--- src/rtl/input_select_sync.sv ---
// Source selector for the F-engine front end: debounces the software select
// word and applies a new source on a frame sync (or at once in immediate mode).
// Optional ramp test source is built only when INPUT_SELECT_RAMP_EN is defined.
module input_select_sync #(
  parameter int DATA_WIDTH    = 64,
  parameter int STABLE_CYCLES = 4
) (
  input  logic                  user_clk,
  input  logic                  user_rst,
  input  logic [31:0]           ctrl_word,
  input  logic                  sync_in,
  input  logic [DATA_WIDTH-1:0] adc0_data,
  input  logic [DATA_WIDTH-1:0] adc1_data,
  output logic [DATA_WIDTH-1:0] data_out,
  output logic                  sync_out,
  output logic [1:0]            sel_active,
  output logic                  pending,
  output logic [15:0]           switch_count
);

  localparam int         LANES    = DATA_WIDTH / 8;
  localparam logic [7:0] STAB_MAX = 8'(STABLE_CYCLES);

  typedef enum logic {IDLE, PEND} state_t;

  state_t                  state_q, state_d;
  logic [1:0]              cand_q, pend_sel_q, pend_sel_d, sel_q, sel_d;
  logic                    imm_q;
  logic [7:0]              stab_q, stab_d;
  logic [15:0]             count_q, count_d;
  logic [DATA_WIDTH-1:0]   data_q, data_d, ramp_word;
  logic                    sync_q;

  // The counter compares against the value about to be registered, so it
  // restarts on the same edge that cand takes a new value.
  always_comb begin
    stab_d = stab_q;
    if (ctrl_word[1:0] != cand_q) begin
      stab_d = 8'd0;
    end else if (stab_q < STAB_MAX) begin
      stab_d = stab_q + 8'd1;
    end
  end

  always_comb begin
    state_d    = state_q;
    pend_sel_d = pend_sel_q;
    sel_d      = sel_q;
    count_d    = count_q;
    case (state_q)
      IDLE: begin
        if (stab_q == STAB_MAX && cand_q != sel_q) begin
          state_d    = PEND;
          pend_sel_d = cand_q;
        end
      end
      PEND: begin
        // Cancel is checked first so it wins over a coincident apply.
        if (cand_q != pend_sel_q || cand_q == sel_q) begin
          state_d = IDLE;
        end else if (imm_q || sync_in) begin
          state_d = IDLE;
          sel_d   = pend_sel_q;
          count_d = count_q + 16'd1;
        end
      end
      default: state_d = IDLE;
    endcase
  end

`ifdef INPUT_SELECT_RAMP_EN
  logic [7:0] ramp_q, ramp_d, ramp_base;

  always_comb begin
    ramp_base = sync_in ? 8'd0 : ramp_q;
    ramp_d    = ramp_base + 8'(LANES);
    ramp_word = '0;
    for (int k = 0; k < LANES; k++) begin
      ramp_word[8*k +: 8] = ramp_base + 8'(k);
    end
  end

  always_ff @(posedge user_clk or posedge user_rst) begin
    if (user_rst) begin
      ramp_q <= 8'd0;
    end else begin
      ramp_q <= ramp_d;
    end
  end
`else
  assign ramp_word = '0;
`endif

  // Muxing on the next selection makes the sync beat the first new sample.
  always_comb begin
    case (sel_d)
      2'd0:    data_d = adc0_data;
      2'd1:    data_d = adc1_data;
      2'd2:    data_d = ramp_word;
      default: data_d = '0;
    endcase
  end

  always_ff @(posedge user_clk or posedge user_rst) begin
    if (user_rst) begin
      state_q    <= IDLE;
      cand_q     <= 2'd0;
      imm_q      <= 1'b0;
      stab_q     <= 8'd0;
      pend_sel_q <= 2'd0;
      sel_q      <= 2'd0;
      count_q    <= 16'd0;
      data_q     <= '0;
      sync_q     <= 1'b0;
    end else begin
      state_q    <= state_d;
      cand_q     <= ctrl_word[1:0];
      imm_q      <= ctrl_word[4];
      stab_q     <= stab_d;
      pend_sel_q <= pend_sel_d;
      sel_q      <= sel_d;
      count_q    <= count_d;
      data_q     <= data_d;
      sync_q     <= sync_in;
    end
  end

  assign data_out     = data_q;
  assign sync_out     = sync_q;
  assign sel_active   = sel_q;
  assign pending      = (state_q == PEND);
  assign switch_count = count_q;

endmodule

--- config.mk ---
export PLATFORM = sky130hd
export DESIGN_NAME = input_select_sync
export DESIGN_NICKNAME = d
export VERILOG_FILES = /design/src/rtl/input_select_sync.sv
export SDC_FILE = /design/constraint.sdc
export NUM_CORES = 1
export LEC_CHECK = 0
export ABC_CLOCK_PERIOD_IN_PS = 3000
export CAP_MARGIN = 20
export CORE_ASPECT_RATIO = 0.75
export CORE_UTILIZATION = 33
export CTS_CLUSTER_SIZE = 12
export DETAILED_ROUTE_END_ITERATION = 16
export PLACE_DENSITY = 0.87
export SLEW_MARGIN = 5
export SYNTH_ARGS = -nofsm -noshare
export SYNTH_HDL_FRONTEND = slang
export SYNTH_SLANG_ARGS = --single-unit
--- constraint.sdc ---
create_clock -name user_clk -period 3 [get_ports user_clk]
set_input_delay 0.6 -clock user_clk [delete_from_list [all_inputs] [get_ports user_clk]]
set_output_delay 0.6 -clock user_clk [all_outputs]
set_load 0.005 [all_outputs]
### Word level (Yosys, flattened, before mapping)

Index checks and enable logic that the tools add are counted.

| storage, ports and cells | value |
|---|---|
| register bits after elaboration | 97 |
| bits of input ports | 163 |
| word-level logic and storage cells | 37 |
| output and inout bits | 84 |

| cells by class | value |
|---|---|
| add/sub/neg operators | 2 |
| bitwise operators | 2 |
| mux-type cells | 10 |
| order comparisons | 1 |
| reductions and logical operators | 7 |
| equality and inequality tests | 6 |

Operators with widths:

| kind | count |
|---|---|
| case mux 64 bit (2 select lines) | 1 |
| adder 16 x 1 -> 16 bit, second input constant | 1 |
| two-way mux 8 bit | 2 |
| adder 8 x 1 -> 8 bit, second input constant | 1 |
| equality test 8 x 3 -> 1 bit, second input constant | 1 |
| less-than comparator 8 x 3 -> 1 bit, second input constant | 1 |
| two-way mux 2 bit | 3 |
| inequality test 2 bit | 3 |
| two-way mux 1 bit | 3 |
| AND reduction 3 bit | 1 |
| equality test 2 x 1 -> 1 bit, second input constant | 1 |
| equality test 2 bit | 1 |
| logical NOT 2 bit | 1 |
| logical OR 1 bit | 2 |
| NOT 1 bit | 2 |
| case mux 1 bit (2 select lines) | 1 |
| AND reduction 2 bit | 1 |
| nonzero test 2 bit | 1 |
| logical AND 1 bit | 1 |

### Logic depth before layout (Yosys ltp)

| depth | value |
|---|---|
| depth after elaboration | 6 |
| depth in mapped cells | 7 |
| depth with buffers taken out | 6 |

### Worst setup path after synthesis

OpenSTA, ideal clock, no wires.

| timing | value |
|---|---|
| path type | input port to flip-flop |
| start | in sync_in |
| end | reg data_q[0], in the netlist data_out[0] |
| arrival | 1.734 ns |
| buffers on the path | 1 |
| cell stages on the path | 5 |
| slack | 1.200 ns |
| library setup time | 0.065 ns |
| required time | 2.935 ns |
| cells stage by stage | or2_2 nand4_2 mux2i_4 buf_6 a22o_1 |

| on the way | value |
|---|---|
| word-level cells in the longest chain between the ends | 6 |
| elaborated cells between the ends (all ways) | 7 |
| classes of those cells | 1 x eq/ne; 4 x mux; 2 x reduce/logical |

Ends and longest elaborated chain:

| what | line | source |
|---|---|---|
| from (decl) | 11 | `input logic sync_in,` |
| logical OR 1 bit (*) | 61 | `end else if (imm_q \|\| sync_in) begin` |
| two-way mux 2 bit (*) | 61 |  |
| two-way mux 2 bit (*) | 59 | `if (cand_q != pend_sel_q \|\| cand_q == sel_q) begin` |
| two-way mux 2 bit (*) | 50 | `case (state_q)` |
| equality test 2 x 1 -> 1 bit or logical NOT 2 bit (tied branches) | 96 | `case (sel_d)` |
| case mux 64 bit (2 select lines) (*) | 96 |  |
| net data_d[0] | 31 | `logic [DATA_WIDTH-1:0] data_q, data_d, ramp_word;` |
| to (signal assigned) | 123 | `data_q <= data_d;` |
| to (decl) | 31 |  |

The timed path passes the listed nets; every way through them passes the cells marked *.
A chain may end at the register's enable or synchronous reset.

### Final worst setup path

| timing | value |
|---|---|
| start | in sync_in |
| end | reg data_q[23], in the netlist data_out[23] |

The elaborated chain is that of the path after synthesis.

==> metrics.yaml <==
synthesis:
  area_share_of_the_largest_cell_type_after_synthesis_pct: 62.5
  yosys_register_bits: 97
  yosys.cell_types.count: 33
  postSynthCellCount: 273
  post_synth.cell_area_avg_um2: 14.2
  count_of_warnings_emitted_by_yosys: 0
  synthesis.area_um2: 3880
  yosys_most_used_dff: "sky130_fd_sc_hd__dfrtp_1"
  async_reset_ff_share_pct: 100
  synth_top_cell_by_area: "sky130_fd_sc_hd__dfrtp_1"
  post_synth_main_area_contributors: "sky130_fd_sc_hd__dfrtp_1 (63%), sky130_fd_sc_hd__a22o_1 (15%), sky130_fd_sc_hd__buf_6 (4.1%)"
  seq_area_frac_synth_pct: 62.5
  mappedNetlistNets: 439
  post_synth_edffs: 0
global_route:
  wire_length_of_the_first_global_routing_pass_mm: 14.7
  grt.overflow.total: 0
  global_route.usage.total_pct: 15.8
  grt_pass1_vias: 2995
  initial_antenna_violation_count: 0
  grt_start_max_net_pins: 98
route:
  post-route-drc-count: 0
  detailedRoute.firstIterationViolations: 67
  per_cell_routed_wire_length_um: 15.5
  drt_pre_antenna_iters: 4
  antenna_violating_nets_post_route: 0
  drt-vias-per-instance: 4.66
  vias: 3017
  route.final.wire_length_mm: 10.0
floorplanning:
  die_area_um2: 12200
  placement_rows: 33
  floorplan.initialDensity_pct: 34.7
  floorplan.die.height_um: 95.9
  die_wd_um: 127
  design.core.area_um2: 11200
  io_pins: 247
placed_design:
  place.detailed.hpwl_mm: 7.54
  numPlacedInstances: 633
  io_buffers: 217
  gpl.final_weighted_congestion: 0.750
  dpl-instance-area_um2: 6130
setup_path:
  worst-endpoint-required_ns: 3.26
  path_class: "in2reg"
  path_delay_family: "buffers and inverters"
  timing.critical_path.from_type: "primary input"
  cp_slowest_cell: "sky130_fd_sc_hd__clkdlybuf4s50_1"
  critical_path.max_fanout: 47
  crit_arrival_ns: 2.47
  worstPathCellList: "clkdlybuf4s50_1 > or2_2 > nand4_2 > a22o_2 > buf_12 > a22o_1"
  slowest_delay_ns: 0.47
  reg2reg_setup_slack_ns: 0.95
  setup.worst_path.end_class: "register"
  timing.critical_path.buf_inv: 2
worst_hold_path:
  worstHoldPathType: "reg2reg"
finish:
  area.growth.synth_to_final_pct: 65.6
  summed_area_of_non_filler_cells_in_the_final_layout_um2: 6430
  finalCoreUtilization_pct: 57.5
  n_antenna_cell: 0
  drive_above_1_share_pct: 5.31
  finalNetCount: 653
  filler_free_cell_count_of_the_finished_design: 647
power_and_ir_drop:
  power.switching_w: 0.000596
  power.share.switching_pct: 20.1
  power.share.sequential_pct: 47.0
  power_report.internal_total_w: 0.00237
  power_density_normalized_to_cell_area_nw_per_um2: 462
  pwr-share-clk_pct: 39.4
  comb_power_share_pct: 13.6
  ir_worst_vdd_v: 0.000286
  p_leak_nw: 2.84
timing:
  total_negative_slack_for_setup_checks_ns: 0
  finalHoldViolations: 0
  clock_skew_after_layout_ns: 0.00454
  max_slew_margin_vs_limit_pct: 67.1
  max_freq_ghz: 0.453
  setup_repair_after_global_routing_missed_its_margin: "false"
  setup_failing_eps_final: 0
  slew_violations: 0
  fin_crit_ns: 2.21
  max_slew.worst_pin.slew_ns: 0.494
  hold_slack_ns: 0.477
  period_share_pct: 73.5
cts:
  cts.sinks: 97
  clock_tree_from_tritoncts: "built"
  cts_root_buf: "sky130_fd_sc_hd__clkbuf_16"
  clk_path_buf_depth: 2
  number_of_h_tree_levels: 3
  path_clk_slew_ns: 0.06
  postCtsSetupBuffers: 0
  ctsResizeCount: 0
  clkLatencyLatePin_ns: 0.33
  cts.hold.buffers_added: 0
  cts_made_buffers: 9
flow_run:
  drv.max_cap_violation_count: 0
outcome:
  run_status: "complete, no violations"
[registers in the layout (all words and copies together) (netlist names)]
signal and count:
stab_q 8, switch_count 16, sync_out 1, pend_sel_q 2, sel_active 2, data_out 64
imm_q 1, pending 1, cand_q 2
[cells by family (layout without fill, tap and decap cells)]
group,count (synthesis),in the layout,synth area share (%)
AO/OA/AOI/OAI,73,73,16.1
XOR/XNOR,26,26,6.25
adder cells (fa/ha/maj),3,3,0.967
buffers and inverters,21,238,4.93
flip-flops,97,97,62.5
multiplexers,7,7,2.29
AND/OR/NAND/NOR,46,46,6.96
[Yosys cell counts, types with 2 or more instances]
master	n
sky130_fd_sc_hd__inv_1	3
sky130_fd_sc_hd__nor3_1	6
sky130_fd_sc_hd__xnor2_1	17
sky130_fd_sc_hd__dfrtp_1	97
sky130_fd_sc_hd__buf_6	14
sky130_fd_sc_hd__and2_1	5
sky130_fd_sc_hd__o2111ai_1	2
sky130_fd_sc_hd__and3_1	2
sky130_fd_sc_hd__a21oi_1	3
sky130_fd_sc_hd__buf_2	3
sky130_fd_sc_hd__ha_1	3
sky130_fd_sc_hd__mux2_1	5
sky130_fd_sc_hd__xnor2_2	2
sky130_fd_sc_hd__nand3_1	7
sky130_fd_sc_hd__nand2_1	3
sky130_fd_sc_hd__nand4_1	7
sky130_fd_sc_hd__a22o_1	65
sky130_fd_sc_hd__xor2_1	7
sky130_fd_sc_hd__nor2_1	6
sky130_fd_sc_hd__nand2b_1	2
sky130_fd_sc_hd__o21ai_0	2
[path summary, 6_finish.rpt]
check / startpoint / end / cells past startpoint
min in group asynchronous: user_rst / data_out[59] / 3
max in group asynchronous: user_rst / switch_count[3] / 3
worst max-delay path: sync_in / data_out[23] / 6
worst max register to register: pend_sel_q[0] / data_out[23] / 5
worst min register to register: switch_count[15] / switch_count[15] / 1
worst min-delay path: switch_count[15] / switch_count[15] / 1
[per-layer routing]
metal | share of wire [%] | routed length, µm | track usage, % | vias to the layer above
li1 | - | - | - | 1430
met1 | 41 | 4080 | 18.4 | 1433
met2 | 49 | 4950 | 27.6 | 143
met3 | 8.3 | 827 | 5.23 | 11
met4 | 1.6 | 156 | 5.75 | 0
met5 | 0 | 0 | 0 | -
[final cells by class]
type / count / area (µm²)
Clock buffer: 11 / 233
Clock inverter: 3 / 67.6
Fill cell: 884 / 4760
Inverter: 3 / 15.0
Multi-Input combinational cell: 155 / 1260
Sequential cell: 97 / 2430
Tap cell: 157 / 196
Timing Repair Buffer: 221 / 2230
[power groups by stage]
stage	registers, W	clock network, W	logic [W]
6_report	0.00140	0.00117	0.000405
3_5_place_dp	0.00142	0	0.000411
4_1_cts	0.00140	0.00121	0.000413
2_1_floorplan	0.00141	0	0.000120
5_1_grt	0.00140	0.00127	0.000437
3_3_place_gp	0.00142	0	0.000400
[placed cells by master, fill, tap and decap left out, types with 2 or more instances in the layout]
| cell type | count |
|---|---|
| sky130_fd_sc_hd__nor2_1 | 6 |
| sky130_fd_sc_hd__buf_12 | 2 |
| sky130_fd_sc_hd__and3_1 | 2 |
| sky130_fd_sc_hd__nand3_1 | 7 |
| sky130_fd_sc_hd__mux2_1 | 5 |
| sky130_fd_sc_hd__nor3_1 | 6 |
| sky130_fd_sc_hd__clkbuf_1 | 2 |
| sky130_fd_sc_hd__nand2_1 | 3 |
| sky130_fd_sc_hd__nand2b_1 | 2 |
| sky130_fd_sc_hd__xor2_1 | 7 |
| sky130_fd_sc_hd__bufinv_16 | 2 |
| sky130_fd_sc_hd__clkbuf_16 | 9 |
| sky130_fd_sc_hd__ha_1 | 3 |
| sky130_fd_sc_hd__a21oi_1 | 3 |
| sky130_fd_sc_hd__o2111ai_1 | 2 |
| sky130_fd_sc_hd__nand4_1 | 7 |
| sky130_fd_sc_hd__and2_1 | 5 |
| sky130_fd_sc_hd__xnor2_1 | 17 |
| sky130_fd_sc_hd__a22o_1 | 64 |
| sky130_fd_sc_hd__clkdlybuf4s50_1 | 217 |
| sky130_fd_sc_hd__clkinvlp_4 | 2 |
| sky130_fd_sc_hd__buf_4 | 2 |
| sky130_fd_sc_hd__dfrtp_1 | 97 |
| sky130_fd_sc_hd__o21ai_0 | 2 |
| sky130_fd_sc_hd__inv_1 | 2 |
| sky130_fd_sc_hd__xnor2_2 | 2 |
[through the flow]
stage	total power (W)	setup WS, ns
4_1_cts	0.00302	0.780
5_1_grt	0.00310	0.695
3_3_place_gp	0.00182	0.0874
2_1_floorplan	0.00153	1.20
3_5_place_dp	0.00183	0.427
6_report	0.00297	0.794
(Power assumes the default switching activity.)
